## config.mk

```make
export PLATFORM = sky130hd
export DESIGN_NAME = mas_rr_sched
export DESIGN_NICKNAME = d
export VERILOG_FILES = /design/src/rtl/mas_rr_sched.sv
export SDC_FILE = /design/constraint.sdc
export NUM_CORES = 1
export LEC_CHECK = 0
export ABC_AREA = 1
export ABC_CLOCK_PERIOD_IN_PS = 3530
export BUFFER_PORTS_ARGS = -buffer_cell sky130_fd_sc_hd__buf_2
export CORE_MARGIN = 5
export CORE_UTILIZATION = 53
export CTS_CLUSTER_DIAMETER = 40
export DETAILED_ROUTE_END_ITERATION = 7
export PLACE_DENSITY = 0.9
export SETUP_SLACK_MARGIN = 0.4
export SLEW_MARGIN = 20
export SYNTH_ARGS = -nofsm -noshare
export SYNTH_HDL_FRONTEND = slang
export SYNTH_SLANG_ARGS = --single-unit
```

## constraint.sdc

```tcl
create_clock -name clk -period 3.53 [get_ports clk]
set_clock_uncertainty 0.1 [all_clocks]
set_input_delay 0.1765 -clock clk [delete_from_list [all_inputs] [get_ports clk]]
set_output_delay 0.1765 -clock clk [all_outputs]
set_load 0.01 [all_outputs]
```

## src/rtl/mas_rr_sched.sv

```systemverilog
// Round-robin scheduler sharing one adder for modular add/subtract over two passes.
// Optional operand range checking is compiled in with `define MAS_RANGE_CHK_EN.
module mas_rr_sched #(
    parameter int NREQ = 4,
    parameter int IDW  = 2
) (
    input  logic              clk,
    input  logic              rst_n,
    input  logic [NREQ-1:0]   req_valid,
    output logic [NREQ-1:0]   req_ready,
    input  logic [NREQ-1:0]   req_op,
    input  logic [5*NREQ-1:0] req_a,
    input  logic [5*NREQ-1:0] req_b,
    input  logic [4:0]        q_mod,
    output logic              rsp_valid,
    input  logic              rsp_ready,
    output logic [IDW-1:0]    rsp_id,
    output logic [3:0]        rsp_dout,
    output logic [5:0]        rsp_tdout,
    output logic [1:0]        rsp_tcmp,
    output logic              rsp_err,
    output logic              busy
);

    typedef enum logic [1:0] {
        S_IDLE  = 2'd0,
        S_PASS1 = 2'd1,
        S_PASS2 = 2'd2,
        S_RESP  = 2'd3
    } state_t;

    localparam logic [1:0] TC_NONE = 2'b00;
    localparam logic [1:0] TC_SUB  = 2'b01;
    localparam logic [1:0] TC_ADD  = 2'b10;

    state_t          state_q, state_d;
    logic [IDW-1:0]  ptr_q, ptr_d;
    logic [IDW-1:0]  id_q, id_d;
    logic            op_q, op_d;
    logic [4:0]      a_q, a_d;
    logic [4:0]      b_q, b_d;
    logic [4:0]      q_q, q_d;
    logic [5:0]      tmp_q, tmp_d;
    logic [1:0]      tcmp_q, tcmp_d;
    logic [3:0]      dout_q, dout_d;

    logic [4:0]      a_arr [NREQ];
    logic [4:0]      b_arr [NREQ];
    logic [IDW-1:0]  cand;
    logic [IDW-1:0]  win_idx;
    logic            found;
    logic [NREQ-1:0] grant;
    logic [4:0]      a_sel, b_sel;
    logic            op_sel;
    logic [5:0]      add_x, add_y, add_sum;
    logic            add_sub;

    generate
        for (genvar gi = 0; gi < NREQ; gi++) begin : g_unpack
            assign a_arr[gi] = req_a[5*gi +: 5];
            assign b_arr[gi] = req_b[5*gi +: 5];
        end
    endgenerate

    // Walk the requesters starting just after the last winner, wrapping at NREQ-1.
    always_comb begin
        cand    = ptr_q;
        win_idx = '0;
        found   = 1'b0;
        for (int k = 0; k < NREQ; k++) begin
            cand = (cand == IDW'(NREQ - 1)) ? '0 : cand + 1'b1;
            if (!found && req_valid[cand]) begin
                found   = 1'b1;
                win_idx = cand;
            end
        end
        grant = '0;
        if (found) begin
            grant[win_idx] = 1'b1;
        end
    end

    assign a_sel  = a_arr[win_idx];
    assign b_sel  = b_arr[win_idx];
    assign op_sel = req_op[win_idx];

    assign req_ready = (state_q == S_IDLE && rst_n) ? grant : '0;
    assign busy      = (state_q != S_IDLE);
    assign rsp_valid = (state_q == S_RESP);
    assign rsp_id    = id_q;
    assign rsp_dout  = dout_q;
    assign rsp_tdout = tmp_q;
    assign rsp_tcmp  = tcmp_q;

`ifdef MAS_RANGE_CHK_EN
    logic err_q, err_d;
    logic chk_bad;

    assign chk_bad = a_sel[4] | ($signed(a_sel) >= $signed(q_mod))
                   | b_sel[4] | ($signed(b_sel) >= $signed(q_mod))
                   | ($signed(q_mod) < $signed(5'd2));
    assign rsp_err = err_q;
`else
    assign rsp_err = 1'b0;
`endif

    // Single shared adder: pass 1 forms a+/-b, pass 2 applies the Q correction.
    always_comb begin
        add_x   = {a_q[4], a_q};
        add_y   = {b_q[4], b_q};
        add_sub = op_q;
        if (state_q == S_PASS2) begin
            add_x   = tmp_q;
            add_sub = (tcmp_q == TC_SUB);
            add_y   = (tcmp_q == TC_NONE) ? 6'd0 : {q_q[4], q_q};
        end
        add_sum = add_sub ? (add_x - add_y) : (add_x + add_y);
    end

    always_comb begin
        state_d = state_q;
        ptr_d   = ptr_q;
        id_d    = id_q;
        op_d    = op_q;
        a_d     = a_q;
        b_d     = b_q;
        q_d     = q_q;
        tmp_d   = tmp_q;
        tcmp_d  = tcmp_q;
        dout_d  = dout_q;
`ifdef MAS_RANGE_CHK_EN
        err_d   = err_q;
`endif
        case (state_q)
            S_IDLE: begin
                if (found) begin
                    ptr_d   = win_idx;
                    id_d    = win_idx;
                    op_d    = op_sel;
                    a_d     = a_sel;
                    b_d     = b_sel;
                    q_d     = q_mod;
`ifdef MAS_RANGE_CHK_EN
                    err_d   = chk_bad;
`endif
                    state_d = S_PASS1;
                end
            end
            S_PASS1: begin
                tmp_d = add_sum;
                if ($signed(add_sum) >= $signed({q_q[4], q_q})) begin
                    tcmp_d = TC_SUB;
                end else if (add_sum[5]) begin
                    tcmp_d = TC_ADD;
                end else begin
                    tcmp_d = TC_NONE;
                end
`ifdef MAS_RANGE_CHK_EN
                if (err_q) begin
                    tmp_d  = '0;
                    tcmp_d = TC_NONE;
                end
`endif
                state_d = S_PASS2;
            end
            S_PASS2: begin
                dout_d = add_sum[3:0];
`ifdef MAS_RANGE_CHK_EN
                if (err_q) begin
                    dout_d = '0;
                end
`endif
                state_d = S_RESP;
            end
            S_RESP: begin
                if (rsp_ready) begin
                    state_d = S_IDLE;
                end
            end
            default: state_d = S_IDLE;
        endcase
    end

    always_ff @(posedge clk or negedge rst_n) begin
        if (!rst_n) begin
            state_q <= S_IDLE;
            ptr_q   <= IDW'(NREQ - 1);
            id_q    <= '0;
            op_q    <= 1'b0;
            a_q     <= '0;
            b_q     <= '0;
            q_q     <= '0;
            tmp_q   <= '0;
            tcmp_q  <= TC_NONE;
            dout_q  <= '0;
`ifdef MAS_RANGE_CHK_EN
            err_q   <= 1'b0;
`endif
        end else begin
            state_q <= state_d;
            ptr_q   <= ptr_d;
            id_q    <= id_d;
            op_q    <= op_d;
            a_q     <= a_d;
            b_q     <= b_d;
            q_q     <= q_d;
            tmp_q   <= tmp_d;
            tcmp_q  <= tcmp_d;
            dout_q  <= dout_d;
`ifdef MAS_RANGE_CHK_EN
            err_q   <= err_d;
`endif
        end
    end

endmodule

```

; Word level (Yosys, flattened, before mapping)
; Index checks and enable logic that the tools add are counted.
[totals]
reg_bits = 34
inputBits = 56
output_inout_bits = 21
wordCells = 90
[op_classes]
n_addsub = 6
n_lt_le_gt_ge = 8
n_eq_ne = 10
muxes = 42
bitwise = 1
n_reduce_logical = 13
[ops]
columns = cell, count
row1 = $mux 2, 12
row2 = $mux 6, 4
row3 = $bmux 5 s2, 2
row4 = $mux 5, 4
row5 = $lt 2x3->1 const B, 5
row6 = $eq 2x2->1 const B, 6
row7 = $mux 1, 11
row8 = $bmux 1 s2, 5
row9 = $add 2x1->2 const B, 4
row10 = $mux 4, 2
row11 = $pmux 2 s4, 1
row12 = $add 6x6->6, 1
row13 = $ge 6x5->1, 1
row14 = $sub 6x6->6, 1
row15 = $logic_and 1x1->1, 5
row16 = $eq 2x1->1 const B, 2
row17 = $logic_not 2->1, 2
row18 = $reduce_and 2->1, 2
row19 = $ge 3x3->1 const B, 1
row20 = $logic_not 1->1, 3
row21 = $not 2->3, 1
row22 = $demux 1 s2, 1
row23 = $ge 2x1->1 const B, 1
row24 = $ne 2x1->1 const B, 1
row25 = 2 further kinds, 2

; Logic depth before layout (Yosys ltp)
; Gate-level depths: netlist (run 1).
[depth]
word_depth = 20
ltp_mapped = 24

; Worst setup path before layout (run 1)
; OpenSTA, ideal clock, no wires.
[synth_path]
kind = reg2reg
from = register state_q[0]
to = register tcmp_q[1], in the netlist rsp_tcmp[1]
setup_time_ns = 0.084
arrival_time_ns = 3.038
path_slack_ns = 0.308
path_stages_with_launch = 24
path_buffers = 1
period_less_slack_ns = 3.222
path_cell_list = dfrtp_1 > inv_1 > ha_1 > buf_4 > nand2_1 > o21ai_0 > nor2_1 > nor2_1 > xor2_1 > ha_1 > nand3_1 > nand3_1 > nand2_1 > nand2_1 > a21oi_1 > inv_1 > nand2_1 > nand2_1 > ha_1 > inv_1 > nor3_1 > nand2_1 > nand2_1 > a21boi_0
[synth_via]
elab_chain_cells = 6
word_cells_on_any_way = 11
[synth_lines]
columns = element, line
row1 = from (decl), 36  ; state_t state_q, state_d;
row2 = from (signal assigned), 200  ; state_q <= state_d;
row3 = $eq 2x2->1 (*), 112  ; if (state_q == S_PASS2) begin
row4 = $mux 6, 112
row5 = $add 6x6->6 or $sub 6x6->6 (tied branches), 117  ; add_sum = add_sub ? (add_x - add_y) : (add_x + add_y);
row6 = $mux 6 (*), 117
row7 = net add_sum[5], 55  ; logic [5:0] add_x, add_y, add_sum;
row8 = $ge 6x5->1 or $mux 2 (tied branches), "151, 153"
row9 = $mux 2 (*), 151  ; if ($signed(add_sum) >= $signed({q_q[4], q_q})) begin
row10 = to (signal assigned), 208  ; tcmp_q <= tcmp_d;
row11 = to (decl), 44  ; logic [1:0] tcmp_q, tcmp_d;
; The timed path passes the listed nets; every way through them passes the cells marked *.
; A chain may end at the register's enable or synchronous reset.

; Worst setup path after layout (run 1)
[layout_path]
from = register state_q[1]
to = register tcmp_q[1], in the netlist rsp_tcmp[1]
; The elaborated chain is that of the path after synthesis.

==> flow_summary.toml, run 1 <==
[critical_path]
worstPathMaxFanout = 8
reg2reg_depth = 21
cp_num_buf_inv = 3
cp_common_cell = "nand2_1"
critical_path.max_stage_delay_ns = 0.43
path_delay_family = "simple AND/OR/NAND/NOR gates"
critPathKind = "flop to flop"
critPathLaunchType = "flop"
path_cells = "ha_4 -> buf_8 -> nand2_1 -> nor2_2 -> a21oi_2 -> xor2_1 -> ha_1 -> nand3_2 -> nand3_4 -> nand2_2 -> nand2_2 -> a21oi_2 -> inv_1 -> nand2_1 -> nand2_1 -> ha_1 -> inv_1 -> nor3_2 -> nand2_1 -> nand2_1 -> a21boi_2"
cpMaxStageDelayCell = "dfrtp_1"
crit_required_ns = 3.65
cp.arrival_ns = 3.48
cp_num_cells = 21
end_kind = "flop"

[global_route]
antenna_found_initial = 0
grt_pass1_vias = 2971
grt_use_total_pct = 21.26
grt_pass1_wl_um = 12540
grt_max_degree = 36
grt_overflow = 0

[floorplanning]
die_w_um = 83.06
io_pins = 77
die_h_um = 83.06
die-area_mm2 = 0.006899
initial_core_util_pct = 55.04
row_count = 26
core-area_mm2 = 0.005140

[route]
routedWlPerCell_um = 13.58
drt_first_pass_iters = 5
avgViaCountPerCell = 5.324
vias = 3136
drc = 0
routed_wl_um = 8001
antenna_left = 0
drtIter0Drc = 211

[placed_design]
gp_congestion = 0.8868
place_area_mm2 = 0.003201
hpwl_um = 5403
portBuffers = 75

[sta]
fin_crit_sh_pct = 95.11
hold_viol_final = 0
holdWs_ns = 0.007481
timing.slew.headroom_pct = 50.83
period_minus_slack_ns = 3.357
setup_viol = 0
worstMarginPinSlew_ns = 0.7376
slew_violations = 0
fmaxAchievable_mhz = 297.9
setup_tns_ns = 0
rsz0062_at_grt = "yes"

[final_layout]
multi_input_area_mm2 = 0.001889
drive_gt1_share_pct = 30.44
n_antenna_cell = 0
seqCellArea_um2 = 853.3
nets = 592
syn_to_final_growth_pct = 28.13
final_common_cell = "nand2_1"
finalInstanceArea_mm2 = 0.003625
most-common-layout-cells = "185 x nand2_1, 75 x buf_2, 43 x nand3_1"
nFillCells = 437

[cts]
clock-root-buffer = "clkbuf_8"
clock_path_buffers = 2
tritoncts = "built"
cts_buffers = 5
path_clk_slew_ns = 0.06
clock_latency_ns = 0.29
cts_sinks = 34
ctsHtreeMaxLevel = 2

[logic_synthesis]
ys_seq_area_share_pct = 30.16
synthesis.area_mm2 = 0.002829
ys_ff_latch = 34
synth_area_per_cell_um2 = 6.533
synth_warnings = 0
syn_nets = 506
synthCells = 433
synthDistinctLibCells = 34

[worst_hold_path]
min_path_cells = 3
min_path_type = "input pin to flop"

[flow_run]
maxCapViolCount = 0

[status]
outcome = "finished, final reports clean"
stage by stage:
| stage | util, % | worst slack (ns) | std cells |
|---|---|---|---|
| 2_1_floorplan | - | 0.4024 | 433 |
| 3_3_place_gp | 62.27 | 0.2884 | 562 |
| 3_5_place_dp | 62.27 | 0.1003 | 562 |
| 4_1_cts | 66.31 | 0.4050 | 577 |
| 5_1_grt | 70.52 | 0.04497 | 589 |
| 6_report | 70.52 | 0.1727 | 589 |
cell usage after synthesis, drive strengths merged:
library cell,number,area share (%)
nor3,5,0.88
buf,17,4.3
nand3b,1,0.27
xnor2,1,0.31
o22ai,1,0.22
nand3,50,9.7
mux2i,1,0.35
inv,38,5.1
dfrtp,32,28
nor2,15,2.9
clkbuf,2,0.27
nand4,1,0.22
o31ai,1,0.27
conb,1,0.13
fa,1,0.71
dfstp,2,1.9
ha,16,7.1
a22oi,1,0.27
a21boi,1,0.27
nand2,207,29
xor2,4,1.2
a21oi,11,2.1
o21ai,24,4.2
state kept, by name, summed over array words and instances (netlist names):
name       flops
rsp_id         2
rsp_tdout      6
a_q            5
b_q            5
state_q        2
op_q           1
rsp_tcmp       2
rsp_dout       4
ptr_q          2
q_q            5
cell families after synthesis:
family / synth area share [%]
xor gates and xnor gates: 1.548
DFF: 30.16
other: 0.1326
adders and majority gates: 7.784
muxes: 0.3538
and+or+nand+nor: 42.95
buffers and inverters: 9.730
AOI/OAI and AO/OA: 7.342
per-layer routing:
layer | vias up | wire length [um] | GRT usage (%)
li1 | 1539 | - | -
met1 | 1419 | 3260 | 26.11
met2 | 154 | 4008 | 36.73
met3 | 24 | 593 | 4.851
met4 | 0 | 138 | 6.835
met5 | - | 0 | 0
tightest hold or removal path: stages:
cell and delay [ns]:
buf_2 0.08, nand2_1 0.04, o21ai_1 0.06
layout make-up:
type	instances	area share, %
clock buffers	7	2.106
multi-input cells	343	52.12
flip-flops and latches	34	23.54
repair buffers	97	15.67
well taps	70	2.416
inverters	38	4.142
what timing repair did:
| item | 4_1_cts | 5_1_grt |
|---|---|---|
| pin swaps | 3 | 17 |
| setup endpoints to repair | 3 | 6 |
| gates cloned | 0 | 1 |
| endpoints found under the hold margin | 34 | 0 |
| gates resized for setup | 17 | 25 |
| hold buffers | 3 | 0 |
| buffers inserted | 5 | 11 |
worst paths after layout:
path / from / endpoint / slack, ns
setup / recovery: state_q[1]$_DFFE_PN0P_ / rsp_tcmp[1]$_DFFE_PN0N_ / 0.17
hold / removal: q_mod[4] / q_q[4]$_DFFE_PN0P_ / 0.007
setup reg to reg: state_q[1]$_DFFE_PN0P_ / rsp_tcmp[1]$_DFFE_PN0N_ / 0.17
hold reg to reg: rsp_dout[2]$_DFFE_PN0N_ / rsp_dout[2]$_DFFE_PN0N_ / 0.38
max in group asynchronous: rst_n / b_q[1]$_DFFE_PN0P_ / 2.47
min in group asynchronous: rst_n / q_q[2]$_DFFE_PN0P_ / 0.38
Power of run 1 is not shown: default switching activity piles up to over one toggle a cycle in this logic, so the estimate is an artifact.
==> inputs of run 2 (changes only) <==
--- a/config.mk
+++ b/config.mk
@@ -7,7 +7,7 @@
 export LEC_CHECK = 0
 export ABC_AREA = 1
 export ABC_CLOCK_PERIOD_IN_PS = 3530
-export BUFFER_PORTS_ARGS = -buffer_cell sky130_fd_sc_hd__buf_2
+export BUFFER_PORTS_ARGS = -buffer_cell sky130_fd_sc_hd__buf_4
 export CORE_MARGIN = 5
 export CORE_UTILIZATION = 53
 export CTS_CLUSTER_DIAMETER = 40
==> flow_summary.toml, run 2 (same netlist as run 1, synthesis figures left out) <==
[critical_path]
path_cells = "inv_2 -> ha_4 -> clkinvlp_4 -> nand2_2 -> o21ai_4 -> nor2_4 -> nor2_4 -> a22oi_2 -> ha_1 -> nand3_2 -> nand3_2 -> nand2_1 -> nand2_1 -> a21oi_2 -> inv_1 -> nand2_1 -> nand2_2 -> ha_4 -> inv_2 -> a21oi_2 -> nand2_1 -> a21boi_2"
reg2reg_depth = 22
critical_path.max_stage_delay_ns = 0.39
critPathKind = "flop to flop"
end_kind = "flop"
cp.arrival_ns = 3.47
r2r_slack_ns = 0.14
worstPathMaxFanout = 7
setup.worst_path.end = "rsp_tcmp[1]$_DFFE_PN0N_"
cpMaxStageDelayCell = "dfrtp_1"
crit_required_ns = 3.61
reg2reg_from = "state_q[0]$_DFFE_PN0P_"
crit_path_start = "state_q[0]$_DFFE_PN0P_"
critPathLaunchType = "flop"
cp_common_cell = "nand2_1"
r2r-end = "rsp_tcmp[1]$_DFFE_PN0N_"

[global_route]
grt_pass1_vias = 2981
grt_overflow = 0
grt_max_degree = 36
grt_use_total_pct = 22.49
grt_pass1_wl_um = 13250
antenna_found_initial = 0

[sta]
fin_crit_sh_pct = 96.02
rsz0062_at_grt = "yes"
slew_violations = 0
fmaxAchievable_mhz = 295.0
period_minus_slack_ns = 3.389
timing.slew.headroom_pct = 55.22
holdWs_ns = -0.0004831
setup_slack_ns = 0.1405
worstMarginPinSlew_ns = 0.6692
setup_viol = 0
hold_viol_final = 1

[placed_design]
place_ws_ns = 0.003105
place_inst = 563
gp_congestion = 0.8891
hpwl_um = 5618
portBuffers = 75
place_area_mm2 = 0.003396

[cts]
clock-root-buffer = "clkbuf_8"
ctsHtreeMaxLevel = 2
cts_sinks = 34
clock_latency_ns = 0.29
cts_buffers = 5
path_clk_slew_ns = 0.07
tritoncts = "built"
clock_path_buffers = 2

[final_layout]
fin_cells = 591
finalInstanceArea_mm2 = 0.003834
seqCellArea_um2 = 853.3
syn_to_final_growth_pct = 35.52
nFillCells = 403
largest_register_ffs = 6
nets = 593
final_common_cell = "nand2_1"
multi_input_area_mm2 = 0.001904
most-common-layout-cells = "188 x nand2_1, 97 x buf_4, 43 x nand3_1"
n_antenna_cell = 0
drive_gt1_share_pct = 31.67

[floorplanning]
core-area_mm2 = 0.005140
io_pins = 77
die_h_um = 83.06
row_count = 26
die-area_mm2 = 0.006899
die_w_um = 83.06
initial_core_util_pct = 55.04

[route]
antenna_left = 0
drtIter0Drc = 244
drc = 0
avgViaCountPerCell = 5.332
drt_first_pass_iters = 5
routedWlPerCell_um = 14.17
routed_wl_um = 8375
vias = 3151

[worst_hold_path]
min_path_type = "input pin to flop"

[status]
violations = "negative hold slack"
outcome = "finished with violations"

[flow_run]
maxCapViolCount = 0
-- run 2: cell count changes in the layout (fill, tap and decap cells not counted), sizes merged --
cell	previous run	this run
inv	38	37
dlygate4sd3	3	2
buf	94	97
clkinvlp	0	1
clkinv	0	1
nand2	208	207
-- run 2: worst max-delay path, delay by kind of cell, from the launching register on --
kind	cells	cell delay (ns)
and+or+nand+nor	10	0.94
AOI/OAI and AO/OA	5	0.75
DFF	1	0.39
adders and majority gates	3	0.73
buffers and inverters	4	0.36
-- run 2: timing repair --
action	4_1_cts	5_1_grt
pin swaps	6	14
setup buffers	9	9
endpoints found under the setup margin	4	6
cloned	0	0
hold buffers	2	0
gates resized for setup	19	23
hold endpoints to repair	33	0
-- run 2: cell type report --
| type | instances | area share, % |
|---|---|---|
| inverter | 38 | 3.884 |
| clock buffer | 7 | 2.252 |
| sequential | 34 | 22.26 |
| timing repair buffer | 99 | 19.52 |
| tap | 70 | 2.285 |
| clock inverter | 1 | 0.1305 |
| multi-input combinational | 342 | 49.67 |
-- run 2: layer usage --
metal  track usage (%)  share of wire [%]
met1             27.10                 39
met2             39.14                 49
met3             5.842                8.5
met4             6.835                3.1
met5                 0                  0
-- run 2: worst min path at each step --
stage             start  cells past startpoint                       to
4_1_cts        q_mod[3]                      3       q_q[3]$_DFFE_PN0P_
3_5_place_dp      rst_n                      1  rsp_dout[2]$_DFFE_PN0N_
2_1_floorplan     rst_n                      0       a_q[0]$_DFFE_PN0P_
5_1_grt        q_mod[4]                      3       q_q[4]$_DFFE_PN0P_
3_3_place_gp      rst_n                      1  rsp_dout[1]$_DFFE_PN0N_
6_report       q_mod[3]                      3       q_q[3]$_DFFE_PN0P_
-- run 2: through the flow --
stage / utilization, % / hold WS (ns) / setup TNS [ns]
2_1_floorplan: - / -0.2191 / 0
3_3_place_gp: 66.07 / 0.04248 / 0
3_5_place_dp: 66.07 / 0.04939 / 0
4_1_cts: 71.13 / 0.0001230 / 0
5_1_grt: 74.59 / 0.03492 / -0.05368
6_report: 74.59 / -0.0004831 / 0
Power of run 2 is left out for the same reason.
==> inputs of run 3 (changes only) <==
--- a/config.mk
+++ b/config.mk
@@ -8,7 +8,7 @@
 export ABC_AREA = 1
 export ABC_CLOCK_PERIOD_IN_PS = 3530
 export BUFFER_PORTS_ARGS = -buffer_cell sky130_fd_sc_hd__buf_4
-export CORE_MARGIN = 5
+export CORE_MARGIN = 1.5
 export CORE_UTILIZATION = 53
 export CTS_CLUSTER_DIAMETER = 40
 export DETAILED_ROUTE_END_ITERATION = 7
==> flow_summary.toml, run 3 (same netlist as run 1, synthesis figures left out) <==
[status]
outcome = "finished, final reports clean"

[cts]
path_clk_slew_ns = 0.07
clock_path_buffers = 2
cts_sinks = 34
cts_buffers = 5
clock-root-buffer = "clkbuf_8"
clock_latency_ns = 0.29
tritoncts = "built"
ctsHtreeMaxLevel = 2

[sta]
timing.slew.headroom_pct = 58.16
rsz0062_at_grt = "yes"
slew_violations = 0
holdWs_ns = 0.02712
period_minus_slack_ns = 3.395
fmaxAchievable_mhz = 294.5
setup_viol = 0
hold_viol_final = 0
worstMarginPinSlew_ns = 0.6253
fin_crit_sh_pct = 96.18

[critical_path]
crit_required_ns = 3.65
path_delay_family = "simple AND/OR/NAND/NOR gates"
cp_num_buf_inv = 4
worstPathMaxFanout = 6
end_kind = "flop"
critical_path.max_stage_delay_ns = 0.40
reg2reg_depth = 23
cpMaxStageDelayCell = "dfrtp_1"
path_cells = "inv_2 -> ha_4 -> buf_6 -> nand2_2 -> o21ai_4 -> nor2_4 -> nor2_4 -> xor2_1 -> ha_1 -> nand2_1 -> nand3_2 -> nand2_1 -> nand2_1 -> a21oi_2 -> inv_1 -> nand2_1 -> nand2_2 -> ha_4 -> inv_2 -> nor3_2 -> nand2_1 -> nand2_1 -> a21boi_2"
r2r-end = "rsp_tcmp[1]$_DFFE_PN0N_"
critPathLaunchType = "flop"
critPathKind = "flop to flop"
cp.arrival_ns = 3.52
r2r_slack_ns = 0.13
reg2reg_from = "state_q[0]$_DFFE_PN0P_"
cp_common_cell = "nand2_1"

[global_route]
grt_overflow = 0
antenna_found_initial = 0
grt_max_degree = 36
grt_pass1_wl_um = 12910
grt_pass1_vias = 2901
grt_use_total_pct = 26.94

[floorplanning]
die_h_um = 76.06
die-area_mm2 = 0.005785
io_pins = 77
initial_core_util_pct = 55.04
die_w_um = 76.06
row_count = 26
core-area_mm2 = 0.005140

[route]
routedWlPerCell_um = 14.42
drt_first_pass_iters = 5
routed_wl_um = 8637
vias = 3208
drc = 0
drtIter0Drc = 209
antenna_left = 0
avgViaCountPerCell = 5.356

[final_layout]
drive_gt1_share_pct = 31.38
n_antenna_cell = 0
largest_register_ffs = 6
syn_to_final_growth_pct = 37.64
finalInstanceArea_mm2 = 0.003894
nets = 601
most-common-layout-cells = "188 x nand2_1, 96 x buf_4, 43 x nand3_1"
final_common_cell = "nand2_1"

[worst_hold_path]
min_path_type = "input pin to flop"
hp-start = "q_mod[2]"
min_to = "q_q[2]$_DFFE_PN0P_"
min_path_cells = 3

[placed_design]
gp_congestion = 0.9228
place_area_mm2 = 0.003381
portBuffers = 75
hpwl_um = 5347

[flow_run]
maxCapViolCount = 0
==> run 3: cell count changes in the layout (fill, tap and decap cells not counted), sizes merged <==
cell,delta
dlygate4sd3,+3
buf,+1
clkbuf,+1
clkinv,-1
clkinvlp,+1
nand2,+1
nand3,+1
nor2,+1
==> run 3: worst register-to-register path, stage by stage, from the launching register on <==
cell	delay [ns]
dfrtp_1	0.40
inv_2	0.09
ha_4	0.18
buf_6	0.14
nand2_2	0.07
o21ai_4	0.18
nor2_4	0.07
nor2_4	0.13
xor2_1	0.19
ha_1	0.30
nand2_1	0.11
nand3_2	0.09
nand2_1	0.09
nand2_1	0.08
a21oi_2	0.14
inv_1	0.05
nand2_1	0.08
nand2_2	0.08
ha_4	0.27
inv_2	0.04
nor3_2	0.17
nand2_1	0.07
nand2_1	0.07
a21boi_2	0.15
==> run 3: per-stage QoR <==
step,util (%),cells,setup TNS [ns],setup WS (ns)
after floorplan,-,433,0,0.4024
after global placement,65.77,561,0,0.2165
after global routing,75.75,599,0,0.01372
after CTS,71.81,588,0,0.3442
final,75.75,599,0,0.1347
after detailed placement,65.77,561,-0.06518,-0.06518
==> run 3: worst max-delay path by stage <==
stage                                      start                      end  cells after the start
after global placement    state_q[0]$_DFFE_PN0P_  rsp_tcmp[1]$_DFFE_PN0N_                     23
final                     state_q[0]$_DFFE_PN0P_  rsp_tcmp[1]$_DFFE_PN0N_                     23
after global routing      state_q[0]$_DFFE_PN0P_  rsp_tcmp[1]$_DFFE_PN0N_                     23
after detailed placement  state_q[0]$_DFFE_PN0P_  rsp_tcmp[1]$_DFFE_PN0N_                     23
after floorplan           state_q[0]$_DFFE_PN0P_  rsp_tcmp[1]$_DFFE_PN0N_                     24
after CTS                 state_q[0]$_DFFE_PN0P_  rsp_tcmp[1]$_DFFE_PN0N_                     23
==> run 3: timing repair <==
| item | in CTS | in global routing |
|---|---|---|
| resized for setup | 16 | 24 |
| endpoints found under the setup margin | 4 | 6 |
| endpoints found under the hold margin | 36 | 0 |
| setup buffers | 13 | 8 |
| gates cloned | 1 | 3 |
| hold buffers | 5 | 0 |
| pin swaps | 13 | 18 |
==> run 3: layout make-up <==
class	count	area, um2
timing repair buffer	103	793.3
clock buffer	8	90.09
multi-input combinational	345	1916
tap	70	87.58
timing repair inverter	1	5.005
fill	400	1246
sequential	34	853.3
inverter	38	148.9
==> run 3: layer usage <==
| metal | part of all wire (%) | global-route usage [%] |
|---|---|---|
| met1 | 40 | 33.00 |
| met2 | 51 | 48.11 |
| met3 | 6.1 | 4.192 |
| met4 | 2.6 | 9.259 |
| met5 | 0 | 0 |
Power of run 3 is left out for the same reason.
